--- config.mk ---
export PLATFORM = sky130hd
export DESIGN_NAME = cpu_clock_gen
export DESIGN_NICKNAME = d
export VERILOG_FILES = /design/src/rtl/cpu_clock_gen_pkg.sv /design/src/rtl/cpu_clock_gen_sync2.sv /design/src/rtl/cpu_clock_gen.sv
export SDC_FILE = /design/constraint.sdc
export NUM_CORES = 1
export LEC_CHECK = 0
export BUFFER_PORTS_ARGS = -buffer_cell sky130_fd_sc_hd__buf_2
export CORE_MARGIN = 10
export CORE_UTILIZATION = 59
export DETAILED_ROUTE_END_ITERATION = 10
export PLACE_DENSITY = 0.84
export SYNTH_ARGS = -nofsm -noshare
export SYNTH_HDL_FRONTEND = slang
export SYNTH_SLANG_ARGS = --single-unit
export TNS_END_PERCENT = 50
--- constraint.sdc ---
create_clock -name pll_inst1_CLKOUT0 -period 1.85 [get_ports pll_inst1_CLKOUT0]
set_input_delay 0.185 -clock pll_inst1_CLKOUT0 [delete_from_list [all_inputs] [get_ports pll_inst1_CLKOUT0]]
set_output_delay 0.185 -clock pll_inst1_CLKOUT0 [all_outputs]
set_load 0.01 [all_outputs]
--- src/rtl/cpu_clock_gen_pkg.sv ---
// Shared constants and state encoding for the glitch-free 68SEC000 clock switcher.
package cpu_clock_gen_pkg;

    localparam int unsigned CNT_W       = 21;
    localparam int unsigned INIT_CYCLES = 3;
    localparam int unsigned INIT_W      = 2;

    typedef enum logic [2:0] {
        ST_INIT     = 3'd0,
        ST_SLOW     = 3'd1,
        ST_TO_TURBO = 3'd2,
        ST_TURBO    = 3'd3,
        ST_TO_SLOW  = 3'd4
    } clk_state_e;

endpackage

--- src/rtl/cpu_clock_gen_sync2.sv ---
// Two-flop synchroniser for a single asynchronous control bit.
module cpu_clock_gen_sync2 (
    input  logic i_clk,
    input  logic i_rst_n,
    input  logic i_d,
    output logic o_q
);

    logic r_meta;
    logic r_q;

    always_ff @(posedge i_clk or negedge i_rst_n) begin
        if (!i_rst_n) begin
            r_meta <= 1'b0;
            r_q    <= 1'b0;
        end else begin
            r_meta <= i_d;
            r_q    <= r_meta;
        end
    end

    assign o_q = r_q;

endmodule

--- src/rtl/cpu_clock_gen.sv ---
// CPU clock generator: debounced turbo jumper, turbo divider and a switcher that
// only changes source while the bus is idle and CLKCPU is low.
module cpu_clock_gen
    import cpu_clock_gen_pkg::*;
#(
    parameter int unsigned DEBOUNCE_LIMIT = 2000000,
    parameter int unsigned TURBO_HALF     = 1
) (
    input  logic pll_inst1_CLKOUT0,
    input  logic RESET_n,
    input  logic JP1,
    input  logic C7M,
    input  logic AS_CPU_n,
    input  logic DTACK_CPU_n,
    output logic CLKCPU,
    output logic CPU_SPEED_SWITCH,
    output logic SWITCH_BUSY
);

    localparam int unsigned        TDIV_W    = (TURBO_HALF > 1) ? $clog2(TURBO_HALF) : 1;
    localparam logic [TDIV_W-1:0]  TDIV_LAST = TDIV_W'(TURBO_HALF - 1);
    localparam logic [CNT_W-1:0]   CNT_LAST  = CNT_W'(DEBOUNCE_LIMIT - 1);
    localparam logic [INIT_W-1:0]  INIT_LAST = INIT_W'(INIT_CYCLES - 1);

    logic              w_jp1_s;
    logic              w_c7_s;
    logic              w_idle_s;
    logic              w_idle_raw;
    logic              w_c7_rise;
    logic              w_c7_fall;
    logic              w_tdiv_last;
    logic              w_tphase_fall;
    logic              w_init_done;
    logic              w_clkcpu_nxt;
    clk_state_e        w_state_nxt;

    logic              r_c7_d;
    logic [CNT_W-1:0]  r_cnt;
    logic              r_tgt;
    logic [TDIV_W-1:0] r_tdiv;
    logic              r_tphase;
    logic [INIT_W-1:0] r_init_cnt;
    clk_state_e        r_state;
    logic              r_clkcpu;
    logic              r_speed;
    logic              r_busy;

    assign w_idle_raw = AS_CPU_n & DTACK_CPU_n;

    cpu_clock_gen_sync2 u_sync_jp1  (.i_clk(pll_inst1_CLKOUT0), .i_rst_n(RESET_n), .i_d(JP1),        .o_q(w_jp1_s));
    cpu_clock_gen_sync2 u_sync_c7   (.i_clk(pll_inst1_CLKOUT0), .i_rst_n(RESET_n), .i_d(C7M),        .o_q(w_c7_s));
    cpu_clock_gen_sync2 u_sync_idle (.i_clk(pll_inst1_CLKOUT0), .i_rst_n(RESET_n), .i_d(w_idle_raw), .o_q(w_idle_s));

    assign w_c7_rise     = w_c7_s & ~r_c7_d;
    assign w_c7_fall     = ~w_c7_s & r_c7_d;
    assign w_tdiv_last   = (r_tdiv == TDIV_LAST);
    // Last cycle of a turbo high phase: tphase falls on this edge.
    assign w_tphase_fall = r_tphase & w_tdiv_last;

    // Next state and next CLKCPU level.
    always_comb begin
        w_state_nxt  = r_state;
        w_clkcpu_nxt = 1'b0;
        w_init_done  = 1'b0;
        case (r_state)
            ST_INIT: begin
                if (r_init_cnt == INIT_LAST) begin
                    w_init_done = 1'b1;
                    w_state_nxt = w_jp1_s ? ST_TO_TURBO : ST_SLOW;
                end
            end
            ST_SLOW: begin
                w_clkcpu_nxt = w_c7_s;
                if (r_tgt && w_idle_s && !w_c7_s && !w_c7_rise)
                    w_state_nxt = ST_TO_TURBO;
            end
            ST_TO_TURBO: begin
                if (w_tdiv_last)
                    w_state_nxt = ST_TURBO;
            end
            ST_TURBO: begin
                w_clkcpu_nxt = r_tphase;
                if (!r_tgt && w_idle_s && w_tphase_fall)
                    w_state_nxt = ST_TO_SLOW;
            end
            ST_TO_SLOW: begin
                if (w_c7_fall)
                    w_state_nxt = ST_SLOW;
            end
            default: w_state_nxt = ST_INIT;
        endcase
    end

    // State register and registered outputs.
    always_ff @(posedge pll_inst1_CLKOUT0 or negedge RESET_n) begin
        if (!RESET_n) begin
            r_state    <= ST_INIT;
            r_init_cnt <= '0;
            r_c7_d     <= 1'b0;
            r_clkcpu   <= 1'b0;
            r_speed    <= 1'b0;
            r_busy     <= 1'b1;
        end else begin
            r_state    <= w_state_nxt;
            r_init_cnt <= (r_state == ST_INIT && !w_init_done) ? r_init_cnt + INIT_W'(1) : '0;
            r_c7_d     <= w_c7_s;
            r_clkcpu   <= w_clkcpu_nxt;
            r_speed    <= (w_state_nxt == ST_TURBO) || (w_state_nxt == ST_TO_SLOW);
            r_busy     <= (w_state_nxt == ST_INIT) || (w_state_nxt == ST_TO_TURBO) ||
                          (w_state_nxt == ST_TO_SLOW);
        end
    end

    // JP1 debounce; INIT exit loads the target directly.
    always_ff @(posedge pll_inst1_CLKOUT0 or negedge RESET_n) begin
        if (!RESET_n) begin
            r_cnt <= '0;
            r_tgt <= 1'b0;
        end else if (w_init_done) begin
            r_cnt <= '0;
            r_tgt <= w_jp1_s;
        end else if (w_jp1_s != r_tgt) begin
            if (r_cnt == CNT_LAST) begin
                r_cnt <= '0;
                r_tgt <= w_jp1_s;
            end else begin
                r_cnt <= r_cnt + CNT_W'(1);
            end
        end else begin
            r_cnt <= '0;
        end
    end

    // Divider doubles as the TO_TURBO low-stretch counter; cleared on TURBO entry.
    always_ff @(posedge pll_inst1_CLKOUT0 or negedge RESET_n) begin
        if (!RESET_n) begin
            r_tdiv   <= '0;
            r_tphase <= 1'b0;
        end else if (r_state == ST_TO_TURBO && w_state_nxt == ST_TURBO) begin
            r_tdiv   <= '0;
            r_tphase <= 1'b0;
        end else if (r_state == ST_TO_TURBO || r_state == ST_TURBO) begin
            if (w_tdiv_last) begin
                r_tdiv <= '0;
                if (r_state == ST_TURBO)
                    r_tphase <= ~r_tphase;
            end else begin
                r_tdiv <= r_tdiv + TDIV_W'(1);
            end
        end else begin
            r_tdiv   <= '0;
            r_tphase <= 1'b0;
        end
    end

    assign CLKCPU           = r_clkcpu;
    assign CPU_SPEED_SWITCH = r_speed;
    assign SWITCH_BUSY      = r_busy;

endmodule

After elaboration in Yosys (flattened, before gate mapping). Cells that the tools add are included.

Register bits: 39. Input port bits: 6. Output and inout bits: 3. Logic and storage cells: 84.

$add $sub $neg: 3. Equal/unequal tests: 12. Multiplexer cells: 24. Bitwise gates (word level): 8. Reductions and logical operators: 21.

Operator list (number): $mux W21 (3); $add A21 B1 Y21 const B (1); $eq A21 B21 Y1 const B (1); $mux W3 (5); $pmux W3 S5 (1); $eq A3 B2 Y1 const B (4); $mux W1 (12); $logic_and A1 B1 Y1 (7); $eq A3 B3 Y1 const B (2); $logic_not A3 Y1 (2); $ne A3 B3 Y1 const B (2); $and A1 B1 Y1 (4); $logic_not A1 Y1 (4); $logic_or A1 B1 Y1 (4); $mux W2 (2); $not A1 Y1 (4); $reduce_and A2 Y1 (2); $reduce_bool A2 Y1 (2); $eq A3 B1 Y1 const B (1); $add A2 B1 Y2 const B (1); $eq A2 B2 Y1 const B (1); $pmux W1 S2 (1); $add A1 B1 Y1 const B (1); $ne A1 B1 Y1 (1).

Longest topological paths before layout.
Word-level depth: 10. Gate-level depth with buffers: 7. Depth with buffers taken out: 6.

Modules after synthesis. A second synthesis with hierarchy kept.

Cells, all modules: 164. Area total of the unflattened synthesis: 1770.4 um^2.

By module, submodules not included: cpu_clock_gen (times used 1, cells an instance 158, area each 1620.3 um^2, sequential area each 802.0 um^2); cpu_clock_gen_sync2 (times used 3, cells an instance 2, area each 50.0 um^2, sequential area each 50.0 um^2).

Least setup slack after synthesis. OpenSTA, ideal clock, no wires.

Kind: reg-to-reg. Start: reg r_cnt[13]. End: reg r_tgt. Setup time: 0.128 ns. Arrival time: 1.542 ns. Required time: 1.722 ns. Slack: 0.180 ns. Stages on the path, launching flop included: 5. Buffers on the path: 0. Clock period less this slack: 1.670 ns. Cell sequence: dfrtp_1 or4_4 nor4_4 a21boi_1 mux2_1.

Cells in the longest elaborated chain, start to end: 3.

Ends and longest elaborated chain: from (decl) (RTL line cpu_clock_gen.sv:38) `logic [CNT_W-1:0] r_cnt;`; from (signal assigned) (RTL line cpu_clock_gen.sv:127) `r_cnt <= r_cnt + CNT_W'(1);`; $eq A21 B21 Y1 (RTL line cpu_clock_gen.sv:123) `if (r_cnt == CNT_LAST) begin`; $reduce_bool A2 Y1 (no line); $reduce_and A2 Y1 (no line); to (signal assigned) (RTL line cpu_clock_gen.sv:121) `r_tgt <= w_jp1_s;`; to (signal assigned) (RTL line cpu_clock_gen.sv:125) `r_tgt <= w_jp1_s;`; to (decl) (RTL line cpu_clock_gen.sv:39) `logic r_tgt;`.

No other way between the ends. A chain may end at the register's enable or synchronous reset.

Worst setup path in the final report. Same ends and word-level chain as after synthesis.

==> impl_metrics.py <==
metrics = {
    "critical_path": {
        "timing.rr.start": "r_cnt[13]",
        "reg2reg_slack_ns": 0.08,
        "path_cells": "or4_4, nor4_4, a21boi_1, mux2_1",
        "crit_type": "reg -> reg",
        "rr_worst_depth": 4,
        "crit_slowest_cell": "or4_4",
        "startpoint_type": "flop",
        "critPathArrivalTime_ns": 1.99,
        "crit_path_end_kind": "flop",
        "path_max_fanout": 5,
        "cpPeakStageDelay_ns": 0.56,
        "reg2reg_to": "r_tgt",
        "cp_data_required_time_ns": 2.07,
    },
    "placement": {
        "place_congestion": 0.875,
        "dp_slack_ns": 0.122,
        "io_buffers": 8,
        "hpwl_mm": 2.29,
    },
    "power_and_ir_drop": {
        "total_power_mw": 1.92,
        "power.density_nw_per_um2": 985,
        "irDropWorstVdd_mv": 0.836,
        "p_leak_nw": 0.883,
    },
    "routing": {
        "avgRoutedWirePerCell_um": 15.2,
        "drtIter0Drc": 238,
        "first_pass_iters": 5,
        "wl_mm": 3.21,
        "ant_nets": 0,
        "drc": 0,
        "via_per_inst": 6.08,
        "via_count": 1283,
    },
    "synthesis": {
        "yosysSeqAreaShare": 0.537,
        "syn_area_per_cell_um2": 10.9,
        "synth_seq_cells": 38,
        "synth_area_leader_cell": "dfrtp_1",
        "ys_async_sr_fraction": 1.00,
        "synth_most_common_cell": "dfrtp_1",
        "synthTopCellsByArea": "dfrtp_1, xor2_1, nor2_1, nand4_4, a21oi_1",
        "synthTopCellsByCount": "dfrtp_1, nor2_1, xor2_1, inv_1, nand2_1",
        "syn_nets": 171,
        "synth.distinct_cells": 45,
        "synth_cells": 163,
        "ys.flop_type": "dfrtp_1",
        "netlist_area_um2": 1770,
        "yosys.area.top_type_share": 0.523,
        "synth_edf_count": 0,
        "yosysWarnings": 0,
    },
    "sta": {
        "worst_slack_ns": 0.0821,
        "fin_crit_sh": 0.956,
        "finalHoldViolCount": 0,
        "max_freq_ghz": 0.566,
        "fin_crit_ns": 1.77,
        "final.setup_skew_ns": 0.00974,
        "setup_tns_ns": 0,
        "slew_headroom": 0.462,
        "rsz0062_at_grt": "no",
        "setup_viol": 0,
        "drv_slew": 0,
        "tightestPinTransition_ns": 0.808,
    },
    "layout": {
        "drive_gt1_frac": 0.189,
        "regArea_um2": 952,
        "largest_reg_flops": 21,
        "finish.utilization": 0.694,
        "fillerInstances": 206,
        "areaGrowthSynthToFinish_pct": 9.96,
        "reg_top3": "r_cnt (21), r_state (3), r_init_cnt (2)",
        "regMostFlops": "r_cnt",
        "multi_input_area_um2": 744,
        "n_antenna_cell": 0,
        "fin_nets": 187,
    },
    "clocking": {
        "cts.clk_slew.worst_paths_ns": 0.10,
        "clock-sinks": 38,
        "cts-root-buf": "clkbuf_4",
        "cts_max_path_buffers": 2,
        "post_cts_buffers": 0,
        "clk_latency_ns": 0.34,
        "numCtsBuffers": 5,
        "htree_levels": 2,
        "cts_tree": "yes",
    },
    "global_routing": {
        "grt_pass1_vias": 1307,
        "grt_usage": 0.132,
        "grt_max_degree": 39,
        "antenna_found_initial": 0,
        "grt_pass1_wl_mm": 5.78,
        "overflow": 0,
    },
    "run": {
        "maxCapViolations": 0,
    },
    "floorplan": {
        "die_h_um": 74.8,
        "initial_core_util": 0.632,
        "core_area_um2": 2810,
        "die-area_um2": 5600,
        "io_pins": 9,
        "rows": 19,
        "die_w_um": 74.8,
    },
    "worst_hold_path": {
        "min_to": "u_sync_idle.r_meta",
        "holdPathStages": 2,
        "hold_start": "DTACK_CPU_n",
        "hold_class": "in -> reg",
    },
    "run_status": {
        "status": "complete, no violations",
    },
}
==> metal layers <==
layer  up-vias  part of all wire  track usage
li1        610                 -            -
met1       639              0.43        0.147
met2        24              0.51        0.222
met3        10             0.044       0.0420
met4         0             0.023       0.0672
met5         -                 0            0
==> worst max-delay path by stage <==
stage / start / endpoint / slack, ns / depth (start not counted)
CTS: r_cnt[13] / r_tgt / 0.09 / 4
global route: r_cnt[13] / r_cnt[19] / 0.02 / 5
detailed placement: r_cnt[13] / r_tgt / 0.12 / 4
finish: r_cnt[13] / r_tgt / 0.08 / 4
floorplan: r_cnt[13] / r_tgt / 0.18 / 4
global placement: r_cnt[13] / r_tgt / 0.14 / 4
==> final cells by class <==
class,count,share of cell area
clock inverters,1,0.00257
multi-input cells,108,0.382
inverters,8,0.0154
well taps,31,0.0199
clock buffers,7,0.0283
flip-flops and latches,38,0.489
repair buffers,18,0.0629
==> cell families (layout without fill, tap and decap cells) <==
| family | count (synthesis) | in the layout | share of synthesized area |
|---|---|---|---|
| compound gates | 23 | 23 | 0.0812 |
| flops | 38 | 38 | 0.537 |
| mux | 2 | 2 | 0.0120 |
| buf+inv | 17 | 34 | 0.0445 |
| simple gates | 69 | 69 | 0.251 |
| fa+ha+maj | 2 | 2 | 0.0141 |
| xor+xnor | 12 | 12 | 0.0593 |
==> worst max-delay path: cells and delay by family (launching register included) <==
family	cells	cell delay, ns
and+or+nand+nor	2	0.80
DFF	1	0.44
muxes	1	0.31
AOI/OAI and AO/OA	1	0.11
==> report_power, final <==
| part | internal, mW | leakage (nW) | switching, mW | total (mW) |
|---|---|---|---|---|
| Combinational | 0.189 | 0.351 | 0.268 | 0.456 |
| Clock | 0.184 | 0.0353 | 0.257 | 0.441 |
| Sequential | 0.949 | 0.497 | 0.0734 | 1.02 |
| Total | 1.32 | 0.883 | 0.598 | 1.92 |
==> placed cells by master (no fill, tap or decap), types with 3 or more instances in the layout <==
master and n:
dfrtp_1 37, nor2_1 17, xor2_1 10, inv_1 8
nand2_1 8, buf_2 8, a21oi_1 7, buf_4 7
nand3_1 5, o21ai_0 5, nand4_1 5, clkbuf_4 5
and2_1 4, o31ai_1 4, or4_1 4, or3_1 4
nor3_1 3, dlygate4sd3_1 3
==> stage by stage <==
stage / hold WS [ns] / instances / area, um^2
4_1_cts: 0.0385 / 211 / 1940
3_5_place_dp: 0.295 / 200 / 1850
6_report: 0.0542 / 211 / 1950
5_1_grt: 0.0501 / 211 / 1950
3_3_place_gp: 0.294 / 200 / 1850
2_1_floorplan: -0.111 / 163 / 1770
==> timing repair <==
action	CTS	global route
resized for setup	0	1
endpoints found under the setup margin	0	1
endpoints found under the hold margin	39	0
hold buffers	3	0
Note: power is estimated with default switching activity, not from simulation.
